==> config.mk <==
export PLATFORM = sky130hd
export DESIGN_NAME = evaluate_collect
export DESIGN_NICKNAME = d
export VERILOG_FILES = /design/src/rtl/evaluate_collect.sv
export SDC_FILE = /design/constraint.sdc
export NUM_CORES = 2
export LEC_CHECK = 0
export ABC_AREA = 1
export CAP_MARGIN = 20
export CORE_ASPECT_RATIO = 1.75
export CORE_MARGIN = 2
export CORE_UTILIZATION = 30
export CTS_CLUSTER_SIZE = 24
export DETAILED_ROUTE_END_ITERATION = 12
export SYNTH_ARGS = -nofsm -noshare
export SYNTH_HDL_FRONTEND = slang
export SYNTH_SLANG_ARGS = --single-unit
==> constraint.sdc <==
create_clock -name clk -period 16.85 [get_ports clk]
set_input_delay 1.685 -clock clk [delete_from_list [all_inputs] [get_ports clk]]
set_output_delay 1.685 -clock clk [all_outputs]
set_load 0.005 [all_outputs]
==> src/rtl/evaluate_collect.sv <==
// Initiator side of the board_valid/eval_valid/clear_eval handshake: launches one board to the
// evaluator bank, collects mg/eg scores serially and produces saturated sums plus a phase-tapered total.
`ifndef BOARD_WIDTH
`define BOARD_WIDTH 64
`endif

// state  | meaning
// IDLE   | ready for start; board_valid low
// LAUNCH | first board_valid cycle, timer cleared
// WAIT   | board_valid high, collecting sticky eval_valid bits until all seen or timeout
// ACCUM  | one evaluator per cycle added into the wide accumulators
// TAPER  | phase blend computed, saturated results registered
// CLEAR  | clear_eval and result_valid pulse
module evaluate_collect #(
  parameter int EVAL_WIDTH     = 32,
  parameter int NUM_EVALS      = 4,
  parameter int TIMEOUT_CYCLES = 64
) (
  input  logic                              clk,
  input  logic                              reset,
  input  logic                              start,
  output logic                              ready,
  input  logic [`BOARD_WIDTH-1:0]           board_in,
  input  logic [6:0]                        phase_in,
  output logic [`BOARD_WIDTH-1:0]           board,
  output logic                              board_valid,
  output logic                              clear_eval,
  input  logic [NUM_EVALS-1:0]              eval_valid_in,
  input  logic [NUM_EVALS*EVAL_WIDTH-1:0]   eval_mg_in,
  input  logic [NUM_EVALS*EVAL_WIDTH-1:0]   eval_eg_in,
  output logic [EVAL_WIDTH-1:0]             result_mg,
  output logic [EVAL_WIDTH-1:0]             result_eg,
  output logic [EVAL_WIDTH-1:0]             result_taper,
  output logic                              result_timeout,
  output logic                              result_valid
);

  localparam int AW  = EVAL_WIDTH + 4;
  localparam int TPW = AW + 9;
  localparam int IW  = (NUM_EVALS > 1) ? $clog2(NUM_EVALS) : 1;
  localparam int TW  = $clog2(TIMEOUT_CYCLES);

  localparam logic signed [TPW-1:0] MAXV = {{(TPW-EVAL_WIDTH+1){1'b0}}, {(EVAL_WIDTH-1){1'b1}}};
  localparam logic signed [TPW-1:0] MINV = {{(TPW-EVAL_WIDTH+1){1'b1}}, {(EVAL_WIDTH-1){1'b0}}};

  typedef enum logic [2:0] {S_IDLE, S_LAUNCH, S_WAIT, S_ACCUM, S_TAPER, S_CLEAR} state_t;

  state_t                   state, state_n;
  logic [NUM_EVALS-1:0]     sticky, sticky_n;
  logic [TW-1:0]            timer;
  logic [IW-1:0]            idx;
  logic [6:0]               phase_q, inv_phase;
  logic                     timeout_q;
  logic                     all_valid, timed_out;
  logic signed [AW-1:0]     acc_mg, acc_eg;
  logic signed [EVAL_WIDTH-1:0] cur_mg, cur_eg;
  logic signed [TPW-1:0]    mg_x, eg_x, ph_x, iph_x, taper_full, taper_shr;

  function automatic logic [EVAL_WIDTH-1:0] sat(input logic signed [TPW-1:0] v);
    if (v > MAXV)      sat = MAXV[EVAL_WIDTH-1:0];
    else if (v < MINV) sat = MINV[EVAL_WIDTH-1:0];
    else               sat = v[EVAL_WIDTH-1:0];
  endfunction

  assign sticky_n  = sticky | eval_valid_in;
  assign all_valid = &sticky_n;
  assign timed_out = (timer == TW'(TIMEOUT_CYCLES-1));
  assign cur_mg    = eval_mg_in[idx*EVAL_WIDTH +: EVAL_WIDTH];
  assign cur_eg    = eval_eg_in[idx*EVAL_WIDTH +: EVAL_WIDTH];

  // Blend is done at full width so only the final result ever saturates.
  assign inv_phase  = 7'd64 - phase_q;
  assign mg_x       = TPW'(acc_mg);
  assign eg_x       = TPW'(acc_eg);
  assign ph_x       = TPW'(phase_q);
  assign iph_x      = TPW'(inv_phase);
  assign taper_full = mg_x * ph_x + eg_x * iph_x;
  assign taper_shr  = taper_full >>> 6;

  always_ff @(posedge clk or posedge reset) begin
    if (reset) state <= S_IDLE;
    else       state <= state_n;
  end

  always_comb begin
    state_n      = state;
    ready        = 1'b0;
    board_valid  = 1'b0;
    clear_eval   = 1'b0;
    result_valid = 1'b0;
    case (state)
      S_IDLE: begin
        ready = 1'b1;
        if (start) state_n = S_LAUNCH;
      end
      S_LAUNCH: begin
        board_valid = 1'b1;
        state_n     = S_WAIT;
      end
      S_WAIT: begin
        board_valid = 1'b1;
        if (all_valid || timed_out) state_n = S_ACCUM;
      end
      S_ACCUM: if (idx == IW'(NUM_EVALS-1)) state_n = S_TAPER;
      S_TAPER: state_n = S_CLEAR;
      S_CLEAR: begin
        clear_eval   = 1'b1;
        result_valid = 1'b1;
        state_n      = S_IDLE;
      end
      default: state_n = S_IDLE;
    endcase
  end

  always_ff @(posedge clk or posedge reset) begin
    if (reset) begin
      board          <= '0;
      phase_q        <= '0;
      sticky         <= '0;
      timer          <= '0;
      idx            <= '0;
      timeout_q      <= 1'b0;
      acc_mg         <= '0;
      acc_eg         <= '0;
      result_mg      <= '0;
      result_eg      <= '0;
      result_taper   <= '0;
      result_timeout <= 1'b0;
    end else begin
      case (state)
        S_IDLE: if (start) begin
          board     <= board_in;
          phase_q   <= (phase_in > 7'd64) ? 7'd64 : phase_in;
          sticky    <= '0;
          timer     <= '0;
          idx       <= '0;
          timeout_q <= 1'b0;
          acc_mg    <= '0;
          acc_eg    <= '0;
        end
        S_LAUNCH: timer <= '0;
        S_WAIT: begin
          sticky    <= sticky_n;
          timer     <= timer + 1'b1;
          timeout_q <= ~all_valid;
        end
        S_ACCUM: begin
          // Missing evaluators after a timeout simply contribute nothing.
          if (sticky[idx]) begin
            acc_mg <= acc_mg + AW'(cur_mg);
            acc_eg <= acc_eg + AW'(cur_eg);
          end
          idx <= idx + 1'b1;
        end
        S_TAPER: begin
          result_mg      <= sat(mg_x);
          result_eg      <= sat(eg_x);
          result_taper   <= sat(taper_shr);
          result_timeout <= timeout_q;
        end
        default: ;
      endcase
    end
  end

endmodule

==> results.json <==
{
  "synthToLayoutAreaGrowth_pct": 21.93,
  "hold_slack_ns": 0.4696,
  "startpoint_type": "flip-flop",
  "ys_ff_latch": 256,
  "synth_ff_type": "dfrtp_1",
  "place_area_mm2": 0.04086,
  "dp_hpwl_mm": 112.2,
  "synth.yosys.seq_area_share_pct": 18.61,
  "layout_commonest_cell": "nand2_1",
  "fp.coreArea_mm2": 0.1139,
  "worst_ep_arrival_time_ns": 9.25,
  "cts_tree": "yes",
  "synth_area_mm2": 0.03442,
  "finalWorstPathRequiredPeriod_ns": 8.759,
  "grt_busiest_layer": "met2",
  "fmax_ghz": 0.1142,
  "synth.distinct_cells": 54,
  "port_buffers": 498,
  "viasPerCell": 4.861,
  "fin_setup_tns_ns": 0,
  "globalRouteMet3Util_pct": 3.346,
  "slew_violations": 0,
  "relSlewSlack_pct": 16.37,
  "drv_cap": 0,
  "cp_slowest_cell": "dfrtp_2",
  "dr.pass1.iters": 7,
  "postLayoutCellArea_mm2": 0.04196,
  "grt_pass1_wl_mm": 204.6,
  "synth_edf_count": 0,
  "hold_viol": 0,
  "die_area_mm2": 0.1176,
  "critPathMaxFanout": 39,
  "cts_buffer_depth": 3,
  "rsz0062_at_grt": "no",
  "avgSynthCellArea_um2": 7.401,
  "finClkSkew_ns": 0.01716,
  "mostFrequentLayoutCells": "1129 x nand2_1, 934 x inv_1, 498 x clkdlybuf4s50_1",
  "avgRoutedWirePerCell_um": 20.70,
  "yosysTopAreaCellShare_pct": 26.70,
  "outcome": "finished clean",
  "cts_post_setup_buffers_inserted": 0,
  "die_h_um": 452.1,
  "start_util_pct": 30.22,
  "grtUsageMet2_pct": 42.22,
  "clk_pin_slew_ns": 0.06,
  "postRouteAntennaNets": 0,
  "grt_util_met1_pct": 24.85,
  "cts.sinks": 256,
  "max_stage_delay_ns": 0.96,
  "drt_wl_total_mm": 135.6,
  "drtIter0Drc": 1877,
  "yosysWarningCount": 0,
  "grt_pass1_vias": 33200,
  "syn_inst": 4650,
  "clk_latency_ns": 0.64,
  "cts_resized": 0,
  "fin_crit_sh_pct": 51.98,
  "netlist_top_cells_area": "fa_1 27%, dfrtp_1 19%, nand2_1 12%, inv_1 10%, ha_1 7.6%",
  "yosys.area.top_type": "fa_1",
  "die_x_um": 260.0,
  "grt.overflow.total": 0,
  "synthArstFlopShare_pct": 100.0,
  "worst_slew_pin_slew_ns": 1.254,
  "critical_path_class": "flip-flop to flip-flop",
  "syn-num-nets": 5651,
  "drc": 0,
  "fin_nets": 6035,
  "cts_buffers": 31,
  "grt_usage_pct": 23.01,
  "htree_num_levels": 1,
  "antenna_found_initial": 5,
  "grt_max_degree": 100,
  "drive_gt1_share_pct": 4.786,
  "num_io_pins": 499,
  "cts_root_buf": "clkbuf_16",
  "gp_congestion": 0.9703,
  "hold_buffers": 0,
  "hold_path.class": "flip-flop to flip-flop",
  "via_count": 31850,
  "rows": 164,
  "cp_common_cell": "nand2_1",
  "finalSetupViolations": 0,
  "crit_required_ns": 17.34,
  "critPathCaptureType": "flip-flop"
}
[metal layers]
| metal | vias to the layer above | routed length, um |
|---|---|---|
| li1 | 14910 | - |
| met1 | 15630 | 47790 |
| met2 | 1008 | 70670 |
| met3 | 302 | 7746 |
| met4 | 6 | 9388 |
| met5 | - | 39 |
[stage by stage]
stage               std cells  utilization (%)  worst slack (ns)
global placement         6494            35.88             8.124
CTS                      6549            36.82             8.087
global route             6550            36.84             7.657
detailed placement       6494            35.88             8.123
floorplan                4650                -             8.123
finish                   6553            36.85             8.091
[synthesized netlist by cell type, types with 3 or more instances]
master / number
or2_2: 5
nand3_2: 6
nor2_2: 15
clkinv_1: 3
o211ai_1: 4
buf_1: 40
nor4_1: 7
o21ai_0: 346
a21boi_0: 6
a211oi_1: 5
buf_6: 3
a21oi_2: 31
clkbuf_1: 137
o21bai_1: 17
inv_2: 11
nand2_2: 46
o21a_1: 6
nor2_1: 467
dfrtp_1: 256
fa_1: 459
ha_1: 208
xor2_1: 35
nor2_4: 3
o41ai_1: 3
nand3_1: 69
buf_12: 3
a31oi_1: 9
a21o_1: 20
inv_1: 937
nand2_1: 1129
o31ai_1: 13
nand4_1: 18
o22ai_1: 75
xnor2_1: 20
nor3_1: 22
buf_4: 3
nand3b_1: 3
o21ai_1: 4
a21oi_1: 181
nor3_2: 6
[kinds of logic (layout without fill, tap and decap cells)]
family	Yosys count	in the layout	synth area share [%]
buffers and inverters	1140	1546	12.68
DFF	256	256	18.61
adders and majority gates	667	667	34.26
xor gates and xnor gates	56	56	1.447
AOI/OAI and AO/OA	728	728	11.90
and+or+nand+nor	1803	1803	21.10
other	0	3	0
[cell type report]
class                      count  area [um2]
inverter                     951        3578
tap                         1494        1869
sequential                   256        6419
antenna                        3       7.507
clock inverter                17       242.7
fill                       12070       71920
clock buffer                  38       822.0
timing repair buffer         540        5320
multi-input combinational   3254       23700
[worst max-delay path: cells and delay by family (launching register included)]
kind            cells  cell delay (ns)
compound gates      2             0.21
fa+ha+maj           8             3.83
buf+inv             7             1.34
flops               1             0.96
simple gates       14             2.23
[registers in the layout, summed over array words and instances (netlist names), 6 cells and up]
| register | flops |
|---|---|
| board | 64 |
| acc_eg | 36 |
| acc_mg | 36 |
| result_eg | 32 |
| result_mg | 32 |
| result_taper | 32 |
| phase_q | 7 |
| timer | 6 |
[path summary, 6_finish.rpt]
check / depth (start not counted) / to / slack (ns) / startpoint
max in group asynchronous: 5 / acc_eg[0] / 12.45 / reset
worst min-delay path: 2 / board[34] / 0.47 / board[34]
worst max register to register: 31 / result_taper[9] / 8.09 / phase_q[1]
min in group asynchronous: 2 / board[9] / 1.57 / reset
worst min register to register: 2 / board[34] / 0.47 / board[34]
worst max-delay path: 31 / result_taper[9] / 8.09 / phase_q[1]
Power is left out: the tool's default activity adds up to more than one toggle a clock period on the data nets, which glitch-free logic cannot reach.
